### src/rtl/div_ctrl.sv
// Sequencer for the iterative divider: launches a divide, stalls the control
// unit, retires quotient/remainder into LO/HI, and flags divide-by-zero or a hung divider.
module div_ctrl #(
    parameter int TIMEOUT = 64
) (
    input  logic        clk,
    input  logic        rst,
    input  logic        req,
    input  logic [31:0] op_a,
    input  logic [31:0] op_b,
    output logic        stall,
    output logic        ack,
    output logic        dbz_exc,
    output logic        timeout_err,
    output logic [31:0] hi,
    output logic [31:0] lo,
    output logic        div_start,
    output logic        div_rst,
    output logic [31:0] div_a,
    output logic [31:0] div_b,
    input  logic        div_busy,
    input  logic        div_done,
    input  logic        div_dbz,
    input  logic [31:0] div_val,
    input  logic [31:0] div_rem
);

    localparam logic [1:0] S_IDLE  = 2'd0;
    localparam logic [1:0] S_START = 2'd1;
    localparam logic [1:0] S_WAIT  = 2'd2;
    localparam logic [1:0] S_CLEAR = 2'd3;

    localparam int CW = $clog2(TIMEOUT);

    logic [1:0]    state_reg;
    logic [1:0]    state_next;
    logic [CW-1:0] cnt_reg;
    logic          timed_out;

    // Busy is status only; a start issued while busy is caught by the timeout.
    logic unused_busy;
    assign unused_busy = div_busy;

    assign timed_out = (cnt_reg == CW'(TIMEOUT - 1));

    always_comb begin
        state_next = state_reg;
        case (state_reg)
            S_IDLE:  if (req) state_next = S_START;
            S_START: state_next = S_WAIT;
            S_WAIT:  if (div_done || timed_out) state_next = S_CLEAR;
            default: state_next = S_IDLE;
        endcase
    end

    always_ff @(posedge clk or posedge rst) begin
        if (rst) begin
            state_reg   <= S_IDLE;
            cnt_reg     <= '0;
            hi          <= '0;
            lo          <= '0;
            div_a       <= '0;
            div_b       <= '0;
            ack         <= 1'b0;
            dbz_exc     <= 1'b0;
            timeout_err <= 1'b0;
        end else begin
            state_reg <= state_next;
            ack       <= 1'b0;
            dbz_exc   <= 1'b0;
            case (state_reg)
                S_IDLE: begin
                    if (req) begin
                        div_a   <= op_a;
                        div_b   <= op_b;
                        cnt_reg <= '0;
                    end
                end
                S_WAIT: begin
                    cnt_reg <= cnt_reg + CW'(1);
                    // A done arriving on the last allowed cycle beats the timeout.
                    if (div_done) begin
                        if (div_dbz) begin
                            dbz_exc <= 1'b1;
                        end else begin
                            lo  <= div_val;
                            hi  <= div_rem;
                            ack <= 1'b1;
                        end
                    end else if (timed_out) begin
                        timeout_err <= 1'b1;
                    end
                end
                default: ;
            endcase
        end
    end

    assign div_start = (state_reg == S_START);
    assign div_rst   = rst || (state_reg == S_CLEAR);
    assign stall     = (state_reg == S_START) || (state_reg == S_WAIT) ||
                       ((state_reg == S_IDLE) && req);

endmodule

### config.mk
export PLATFORM = sky130hd
export DESIGN_NAME = div_ctrl
export DESIGN_NICKNAME = d
export VERILOG_FILES = /design/src/rtl/div_ctrl.sv
export SDC_FILE = /design/constraint.sdc
export NUM_CORES = 1
export LEC_CHECK = 0
export CAP_MARGIN = 20
export CORE_UTILIZATION = 24
export DETAILED_ROUTE_END_ITERATION = 6
export DONT_BUFFER_PORTS = 1
export PLACE_DENSITY = 0.44
export SKIP_LAST_GASP = 1
export SLEW_MARGIN = 5
export SYNTH_ARGS = -nofsm -noshare
export SYNTH_HDL_FRONTEND = slang
export SYNTH_SLANG_ARGS = --single-unit
### constraint.sdc
create_clock -name clk -period 9.1 [get_ports clk]
set_input_delay 1.82 -clock clk [delete_from_list [all_inputs] [get_ports clk]]
set_output_delay 1.82 -clock clk [all_outputs]
set_load 0.03 [all_outputs]
-- Word level (Yosys, flattened, before mapping)
Cells that the tools add are included.
- bits of input ports: 134
- register bits: 139
- reduce and logical (&&, ||, !) cells: 12
- mux-type cells: 11
- equal/unequal tests: 6
- bitwise operators: 2
- add/sub/neg operators: 1
- operators by type and width (operator ; count):
    $pmux W6 S2 ; 1
    $add A6 B1 Y6 const B ; 1
    $eq A6 B6 Y1 const B ; 1
    $mux W1 ; 6
    $mux W6 ; 1
    $pmux W2 S3 ; 1
    $reduce_and A2 Y1 ; 3
    $reduce_and A3 Y1 ; 2
    $eq A2 B2 Y1 const B ; 2
    $logic_or A1 B1 Y1 ; 4
    $mux W2 ; 2
    $ne A2 B2 Y1 const B ; 2
    $eq A2 B1 Y1 const B ; 1
    $logic_not A2 Y1 ; 1
    $not A1 Y1 ; 2
    $reduce_bool A2 Y1 ; 1
    $logic_and A1 B1 Y1 ; 1

-- Longest topological paths before layout
Gate-level depths: netlist (run 1).
- word-level depth: 4
- gate-level depth with buffers: 9

-- Worst setup path after synthesis (run 1)
Ideal clock, no wire load.
- kind: input -> output
- start: input req
- end: output stall
- cell stages on the path: 4
- arrival time: 2.431 ns
- setup slack: 4.849 ns
- buffers on the path: 2
- cell sequence: nand2_1 -> buf_4 -> buf_6 -> nand2b_1
- word-level cells in the longest chain between the ends: 2
- ends and longest elaborated chain (element ; line ; source):
    from (decl) ; 8 ; input logic req,
    $logic_and A1 B1 Y1 ; 102 ; ((state_reg == S_IDLE) && req);
    $logic_or A1 B1 Y1 ; 101 ; assign stall = (state_reg == S_START) || (state_reg == S_WAIT) ||
    to (decl) ; 11 ; output logic stall,
Every way passes these cells.

-- Worst setup path in the final report (run 1)
- start: input rst
- end: output div_rst
- word-level cells in the longest chain between the ends: 1
- ends and longest elaborated chain (element ; line ; source):
    from (decl) ; 7 ; input logic rst,
    $logic_or A1 B1 Y1 ; 100 ; assign div_rst = rst || (state_reg == S_CLEAR);
    to (decl) ; 18 ; output logic div_rst,
Every way passes these cells.

==> impl_metrics.py, run 1 <==
metrics = {
    "yosys": {
        "synthCells": 460,
        "synth.area.top_cells": "dfrtp_1 65%, nand2_1 14%, mux2_2 14%",
        "yosys.area.top_type": "dfrtp_1",
        "synth.top_cell.area_share_pct": 65.03,
        "yosysWarnings": 0,
        "synth_cell_types": 27,
        "ys_ff_latch": 139,
        "syn_area_mm2": 0.005349,
        "ys_seq_area_share_pct": 65.03,
        "avgSynthCellArea_um2": 11.63,
        "synthesis.nets": 599,
    },
    "sta": {
        "hold_violations": 0,
        "rsz0062_at_grt": "false",
        "min_period_ns": 3.990,
        "hold_ws_ns": 0.5253,
        "slew_viol_final": 0,
        "max_clock_freq_mhz": 250.6,
        "slew_headroom_pct": 41.64,
        "post-route-period-util_pct": 43.85,
        "setup_viol": 0,
        "fin_ws_ns": 5.110,
        "skew_ns": 0.004427,
        "tns_ns": 0,
        "tightestPinTransition_ns": 0.8754,
    },
    "hold_path": {
        "worstHoldStart": "cnt_reg[1]",
        "hp-class": "flop to flop",
    },
    "global_routing": {
        "use_met2_pct": 19.27,
        "met3_usage_pct": 4.699,
        "grt_max_degree": 71,
        "grt_pass1_wl_um": 18210,
        "antenna_found_initial": 1,
        "grt_overflow": 0,
        "track_usage_pct": 10.79,
        "grt_pass1_vias": 3513,
        "top_usage_layer": "met2",
        "use_met1_pct": 10.79,
    },
    "detailed_routing": {
        "drc": 0,
        "via_count": 3233,
        "drtPass1Iterations": 4,
        "drtIter0Drc": 87,
        "routed_wl_um": 12280,
        "ant_nets": 0,
        "vias_per_cell": 4.288,
        "routedWlPerCell_um": 16.28,
    },
    "critical_path": {
        "start_kind": "primary input",
        "slowest_delay_ns": 0.35,
        "path_class": "primary input to output port",
        "crit_buf_inv": 0,
        "slowest_stage": "or2_2",
        "end_kind": "output port",
        "cp_max_fo": 2,
        "critPathArrivalTime_ns": 2.17,
        "required_ns": 7.28,
        "critical_path.top_delay_family": "simple AND/OR/NAND/NOR gates",
        "crit_chain": "or2_2",
        "rr_startpoint": "state_reg[0]",
        "crit_start": "rst",
    },
    "pwr": {
        "p_leak_nw": 2.962,
        "ir_drop_uv": 255.8,
        "total_power_mw": 2.853,
        "p_per_area_mw_per_mm2": 459.3,
    },
    "status": {
        "status": "completed",
    },
    "die": {
        "io_pins": 268,
        "die_h_um": 151.3,
        "dieWidth_um": 151.3,
        "rows": 54,
        "fp.coreArea_mm2": 0.02182,
        "initial_utilization_pct": 24.51,
        "die-area_mm2": 0.02289,
    },
    "placement": {
        "globalplace.congestion": 0.7354,
        "place.port_buffers": 0,
        "place_hpwl_um": 8407,
        "dp_slack_ns": 5.109,
    },
    "clocking": {
        "holdBufCountCts": 0,
        "clk_latency_ns": 0.41,
        "cts_tree": "yes",
        "post_cts_buffers": 0,
        "htreeDepth": 4,
        "cts_buffer_depth": 2,
        "postCtsResizedCells": 0,
        "clockRootBuffer": "clkbuf_16",
        "cts.sinks": 139,
        "cts_buffers": 17,
        "clk_pin_slew_ns": 0.06,
    },
    "finish": {
        "postLayoutCoreUtil_pct": 28.47,
        "drive_above_1_share_pct": 21.94,
        "fin_nets": 600,
        "syn2layout_area_growth_pct": 16.14,
        "n_antenna_cell": 0,
    },
    "run": {
        "drv_cap": 0,
    },
}
-- cell type report --
cell class	instances	area, um2
flip-flops and latches	139	3478
repair buffers	4	42.54
inverters	5	23.77
clock inverters	14	170.2
fillers	2244	15610
clock buffers	18	429.2
well taps	280	350.3
multi-input cells	294	1718
-- per-stage QoR --
| step | std cells | area [um2] |
|---|---|---|
| 3_5_place_dp | 721 | 5593 |
| 5_1_grt | 754 | 6212 |
| 4_1_cts | 753 | 6192 |
| 2_1_floorplan | 460 | 5349 |
| 3_3_place_gp | 721 | 5593 |
| 6_report | 754 | 6212 |
-- final timing paths --
path                                 to  slack [ns]  depth (start not counted)
max reg2reg                      lo[29]        6.56                          8
min                          cnt_reg[1]        0.53                          1
max                             div_rst        5.11                          1
min in group asynchronous  state_reg[0]        1.35                          1
max in group asynchronous         lo[7]        6.36                          2
min reg2reg                  cnt_reg[1]        0.53                          1
-- synthesized netlist by cell type --
master    number
o21ai_0        3
clkbuf_1       1
or2_2          1
xnor2_1        1
and3_1         2
a22o_1         2
a21oi_1        1
nor2b_1        1
a21boi_1       1
nor3_1         1
mux2_2        65
or3_1          1
inv_1          5
ha_1           5
nor2_1         2
nand3_1        3
nand2b_1       2
mux2i_1        2
nand2_1      197
a41o_1         1
dfrtp_1      139
nand3b_1       1
buf_2         16
o22a_1         1
buf_4          1
buf_6          4
a32o_1         1
-- power breakdown --
part | switching [mW] | leakage [nW] | internal (mW)
clock network | 0.270 | 0.283 | 0.432
logic | 0.235 | 0.980 | 0.236
registers | 0.777 | 1.70 | 0.904
-- kinds of logic after synthesis --
logic type	count (synthesis)	share of synthesized area, %
and+or+nand+nor	211	15.30
DFF	139	65.03
muxes	67	14.06
buffers and inverters	27	2.901
AOI/OAI and AO/OA	10	1.380
adders and majority gates	5	1.170
xor gates and xnor gates	1	0.1638
-- cell usage in the layout, fill, tap and decap left out, types with 2 or more instances in the layout --
master / count
and3_1: 2
inv_1: 3
nor2_1: 2
mux2_2: 65
buf_4: 3
nand3_1: 3
a22o_1: 2
nand2b_1: 2
inv_6: 3
clkinvlp_4: 4
clkbuf_16: 17
ha_1: 5
clkinv_4: 2
nand2_1: 196
o21ai_0: 3
clkinv_2: 3
mux2i_1: 2
bufinv_16: 3
dfrtp_1: 139
-- metal layers --
layer | wire, um | share of wire, %
met1 | 4403 | 36
met2 | 6524 | 53
met3 | 1162 | 9.5
met4 | 169 | 1.4
met5 | 17 | 0.14
No activity file was read; power rests on OpenSTA's default activity.
==> inputs of run 2 (changes only) <==
==> constraint.sdc (replaced) <==
create_clock -name clk -period 4 [get_ports clk]
set_input_delay 0.8 -clock clk [delete_from_list [all_inputs] [get_ports clk]]
set_output_delay 0.8 -clock clk [all_outputs]
set_load 0.03 [all_outputs]
==> run 2 against run 1 <==
Effect of this change:
- clock skew increased by 0.0025 ns
- global-route usage fell by 1.0 points
- clock power grew 120%
- combinational power rose by 130%
- core utilization is essentially flat
- critical path depth up 3
- largest cell class unchanged
- register-to-register slack worse by 4.8 ns
- die area unchanged
- wire length shrank 6.0%
==> impl_metrics.py, run 2 (synthesis gave the netlist of run 1 again) <==
metrics = {
    "clocking": {
        "clk_latency_ns": 0.41,
        "clk_pin_slew_ns": 0.05,
        "cts_buffers": 17,
        "holdBufCountCts": 0,
        "cts_tree": "yes",
        "post_cts_buffers": 0,
        "cts.sinks": 139,
        "cts_buffer_depth": 2,
        "clockRootBuffer": "clkbuf_16",
        "htreeDepth": 4,
        "postCtsResizedCells": 0,
    },
    "global_routing": {
        "grt_pass1_wl_um": 16650,
        "antenna_found_initial": 0,
        "grt_overflow": 0,
        "grt_max_degree": 140,
        "grt_pass1_vias": 3135,
        "track_usage_pct": 9.769,
    },
    "sta": {
        "skew_ns": 0.006965,
        "setup_viol": 0,
        "tns_ns": 0,
        "tightestPinTransition_ns": 0.7744,
        "hold_violations": 0,
        "min_period_ns": 2.579,
        "post-route-period-util_pct": 64.47,
        "slew_headroom_pct": 48.37,
        "slew_viol_final": 0,
        "rsz0062_at_grt": "false",
        "max_clock_freq_mhz": 387.8,
        "hold_ws_ns": 0.4484,
    },
    "finish": {
        "nFillCells": 2227,
        "drive_above_1_share_pct": 21.28,
        "n_antenna_cell": 0,
        "syn2layout_area_growth_pct": 15.95,
        "fin_nets": 600,
        "final_cell_mix": "196 x nand2_1, 139 x dfrtp_1, 65 x mux2_2",
        "finalNonFillerCells": 750,
        "layout_commonest_cell": "nand2_1",
    },
    "detailed_routing": {
        "routedWlPerCell_um": 15.39,
        "via_count": 3191,
        "drc": 0,
        "vias_per_cell": 4.255,
        "drtPass1Iterations": 4,
        "routed_wl_um": 11540,
        "ant_nets": 0,
        "drtIter0Drc": 136,
    },
    "critical_path": {
        "slowest_stage": "dfrtp_1",
        "critPathArrivalTime_ns": 1.78,
        "path_class": "flop to output port",
        "cp_max_fo": 17,
        "slowest_delay_ns": 0.41,
        "end_kind": "output port",
        "required_ns": 3.20,
        "crit_chain": "inv_1, ha_1, nand2_2, nand2b_1",
        "start_kind": "flop",
    },
    "pwr": {
        "clkPwrFrac_pct": 24.2,
        "p_comb_share_pct": 16.6,
        "p_leak_nw": 2.963,
        "ir_drop_uv": 342.9,
        "switching_share_pct": 44.25,
        "p_sw_mw": 2.851,
        "p_per_area_mw_per_mm2": 1039,
        "power_frac_seq_pct": 59.2,
        "intPower_mw": 3.592,
    },
    "hold_path": {
        "hp-class": "primary input to asynchronous set/reset pin",
    },
    "die": {
        "fp.coreArea_mm2": 0.02182,
        "die_h_um": 151.3,
        "io_pins": 268,
        "die-area_mm2": 0.02289,
        "rows": 54,
        "dieWidth_um": 151.3,
        "initial_utilization_pct": 24.51,
    },
    "placement": {
        "place_hpwl_um": 7893,
        "place_inst": 721,
        "place.port_buffers": 0,
        "globalplace.congestion": 0.6871,
    },
    "run": {
        "drv_cap": 0,
    },
    "status": {
        "status": "completed",
    },
}
-- run 2: worst max-delay path, delay by kind of cell, from the launching register on --
kind	cells	cell delay (ns)
buf+inv	1	0.09
flops	1	0.41
simple gates	2	0.63
fa+ha+maj	1	0.24
-- run 2: final cells by class --
type | instances | area, um2 | area share, %
clock inverter | 8 | 121.4 | 1.957
tap | 280 | 350.3 | 5.649
clock buffer | 20 | 456.7 | 7.363
multi-input combinational | 294 | 1718 | 27.70
sequential | 139 | 3478 | 56.08
inverter | 5 | 22.52 | 0.3631
timing repair buffer | 4 | 55.05 | 0.8876
-- run 2: worst paths after layout --
kind / startpoint / cells after the start / slack [ns] / to
min in group clk: div_rem[30] / 2 / 0.50 / hi[30]
min reg2reg: cnt_reg[0] / 1 / 0.53 / cnt_reg[0]
min: rst / 2 / 0.45 / state_reg[1]
max: state_reg[0] / 4 / 1.42 / stall
max in group asynchronous: rst / 2 / 2.93 / div_b[28]
max reg2reg: state_reg[0] / 5 / 1.81 / div_a[12]
-- run 2: layer usage --
metal	part of all wire (%)	track usage, %
met1	39	10.74
met3	9.9	4.880
met5	0	0
met2	50	15.75
met4	1.1	4.350
-- run 2: power by group through the flow --
stage	logic, mW	clock network, mW	registers, mW
4_1_cts	1.09	1.62	3.84
6_report	1.07	1.56	3.82
3_5_place_dp	1.10	0	3.86
2_1_floorplan	0.954	0	3.69
5_1_grt	1.23	1.68	3.92
3_3_place_gp	1.03	0	3.85
-- run 2: stage by stage --
stage	setup slack (ns)	total power, mW	area (um2)	utilization, %
2_1_floorplan	1.465	4.644	5353	-
6_report	1.421	6.444	6202	28.42
5_1_grt	1.250	6.820	6202	28.42
4_1_cts	1.374	6.557	6182	28.33
3_5_place_dp	1.713	4.951	5604	25.68
3_3_place_gp	1.779	4.883	5604	25.68
==> inputs of run 3 (changes only) <==
--- a/config.mk
+++ b/config.mk
@@ -9,7 +9,7 @@
 export CORE_UTILIZATION = 24
 export DETAILED_ROUTE_END_ITERATION = 6
 export DONT_BUFFER_PORTS = 1
-export PLACE_DENSITY = 0.44
+export PLACE_DENSITY = 0.45
 export SKIP_LAST_GASP = 1
 export SLEW_MARGIN = 5
 export SYNTH_ARGS = -nofsm -noshare
==> constraint.sdc (replaced) <==
create_clock -name clk -period 2.3 [get_ports clk]
set_input_delay 0.46 -clock clk [delete_from_list [all_inputs] [get_ports clk]]
set_output_delay 0.46 -clock clk [all_outputs]
set_load 0.03 [all_outputs]
==> run 3 against run 2 <==
Effect of this change:
- register-to-register slack worse by 1.4 ns
- sequential share of layout area is 1.3 points lower
- clock-buffer cell count grew 2
- setup slack lost 1.1 ns
- highest routed layer unchanged
- global-route usage increased by 0.67 points
- critical path type unchanged
==> impl_metrics.py, run 3 (synthesis gave the netlist of run 1 again) <==
metrics = {
    "pwr": {
        "p_per_area_mw_per_mm2": 1807,
        "intPower_mw": 6.392,
        "p_comb_share_pct": 17.0,
        "p_leak_nw": 3.042,
        "switching_share_pct": 44.27,
        "p_sw_mw": 5.078,
        "clkPwrFrac_pct": 24.9,
        "total_power_mw": 11.47,
        "ir_drop_uv": 766.6,
        "power_frac_seq_pct": 58.0,
    },
    "clocking": {
        "htreeDepth": 4,
        "clk_latency_ns": 0.41,
        "clk_pin_slew_ns": 0.06,
        "holdBufCountCts": 0,
        "cts.sinks": 139,
        "cts_buffers": 17,
        "postCtsResizedCells": 0,
        "post_cts_buffers": 0,
        "cts_tree": "yes",
        "clockRootBuffer": "clkbuf_16",
        "cts_buffer_depth": 2,
    },
    "critical_path": {
        "start_kind": "flop",
        "required_ns": 1.84,
        "critPathArrivalTime_ns": 1.55,
        "rr_worst_depth": 6,
        "cp_max_fo": 4,
        "crit_start": "state_reg[0]",
        "path_class": "flop to output port",
        "rr_startpoint": "state_reg[0]",
        "end_kind": "output port",
    },
    "detailed_routing": {
        "wl_met1_um": 4746,
        "met2_length_um": 6467,
        "vias_per_cell": 4.276,
        "dr_wl_met3_um": 1004,
        "routedWlPerCell_um": 16.20,
        "highest_layer": "met4",
        "via_count": 3271,
        "drtIter0Drc": 125,
        "routed_wl_um": 12400,
        "drtPass1Iterations": 4,
        "drc": 0,
        "ant_nets": 0,
    },
    "sta": {
        "skew_ns": 0.01194,
        "fin_ws_ns": 0.2873,
        "hold_ws_ns": 0.02864,
        "slew_headroom_pct": 52.08,
        "min_period_ns": 2.013,
        "setup_viol": 0,
        "tightestPinTransition_ns": 0.7173,
        "rsz0062_at_grt": "false",
        "hold_violations": 0,
        "slew_viol_final": 0,
        "post-route-period-util_pct": 87.51,
        "max_clock_freq_mhz": 496.8,
        "tns_ns": 0,
    },
    "finish": {
        "multiInputGateArea_mm2": 0.001723,
        "fin_area_mm2": 0.006349,
        "n_antenna_cell": 0,
        "layout.area.seq_mm2": 0.003478,
        "postLayoutCoreUtil_pct": 29.09,
        "nFillCells": 2228,
        "finalNonFillerCells": 765,
        "final_cell_mix": "196 x nand2_1, 139 x dfrtp_1, 65 x mux2_2",
        "syn2layout_area_growth_pct": 18.69,
        "layout_commonest_cell": "nand2_1",
        "fin_nets": 611,
        "drive_above_1_share_pct": 22.89,
    },
    "die": {
        "die-area_mm2": 0.02289,
        "fp.coreArea_mm2": 0.02182,
        "dieWidth_um": 151.3,
        "initial_utilization_pct": 24.51,
        "die_h_um": 151.3,
        "io_pins": 268,
        "rows": 54,
    },
    "global_routing": {
        "grt_pass1_wl_um": 17790,
        "track_usage_pct": 10.44,
        "antenna_found_initial": 0,
        "grt_max_degree": 65,
        "grt_pass1_vias": 3433,
        "grt_overflow": 0,
    },
    "placement": {
        "place.port_buffers": 0,
        "place_area_mm2": 0.005737,
        "place_hpwl_um": 8901,
        "dp_slack_ns": 0.4037,
        "globalplace.congestion": 0.7585,
        "place_inst": 733,
    },
    "hold_path": {
        "hp-class": "primary input to asynchronous set/reset pin",
    },
    "status": {
        "status": "completed",
    },
    "run": {
        "drv_cap": 0,
    },
}
==> run 3: cell types whose count changed in the layout (fill, tap and decap cells not counted), sizes merged <==
cell,delta
buf,+11
bufinv,+1
clkbuf,+2
clkinv,+1
==> run 3: area by class of cell <==
| type | count | share of cell area (%) |
|---|---|---|
| Inverter | 5 | 0.3547 |
| Tap cell | 280 | 5.518 |
| Multi-Input combinational cell | 294 | 27.14 |
| Clock buffer | 22 | 6.996 |
| Clock inverter | 10 | 2.641 |
| Timing Repair Buffer | 15 | 2.562 |
| Sequential cell | 139 | 54.79 |
==> run 3: routing by layer <==
layer  vias to the layer above  track usage [%]
met1                      1606            11.56
met2                       156            17.90
li1                       1499                -
met5                         -                0
met4                         0            4.550
met3                        10            3.735
==> run 3: final timing paths <==
kind	to	slack, ns
worst min register to register	cnt_reg[0]	0.54
worst max-delay path	stall	0.29
min in group clk	lo[2]	0.15
worst min-delay path	div_b[11]	0.03
max in group asynchronous	lo[22]	1.63
worst max register to register	hi[27]	0.40
==> run 3: critical path: stages (launching register included) <==
cell and delay, ns:
dfrtp_1 0.42, inv_1 0.10, ha_1 0.27, nand2_4 0.10, nand2b_1 0.09, buf_4 0.16
==> run 3: power groups by stage <==
stage	registers [mW]	clock network, mW	logic [mW]
global route	6.83	3.06	2.21
detailed placement	6.72	0	2.01
floorplan	6.42	0	1.66
finish	6.66	2.86	1.95
CTS	6.68	2.96	2.01
global placement	6.71	0	1.89
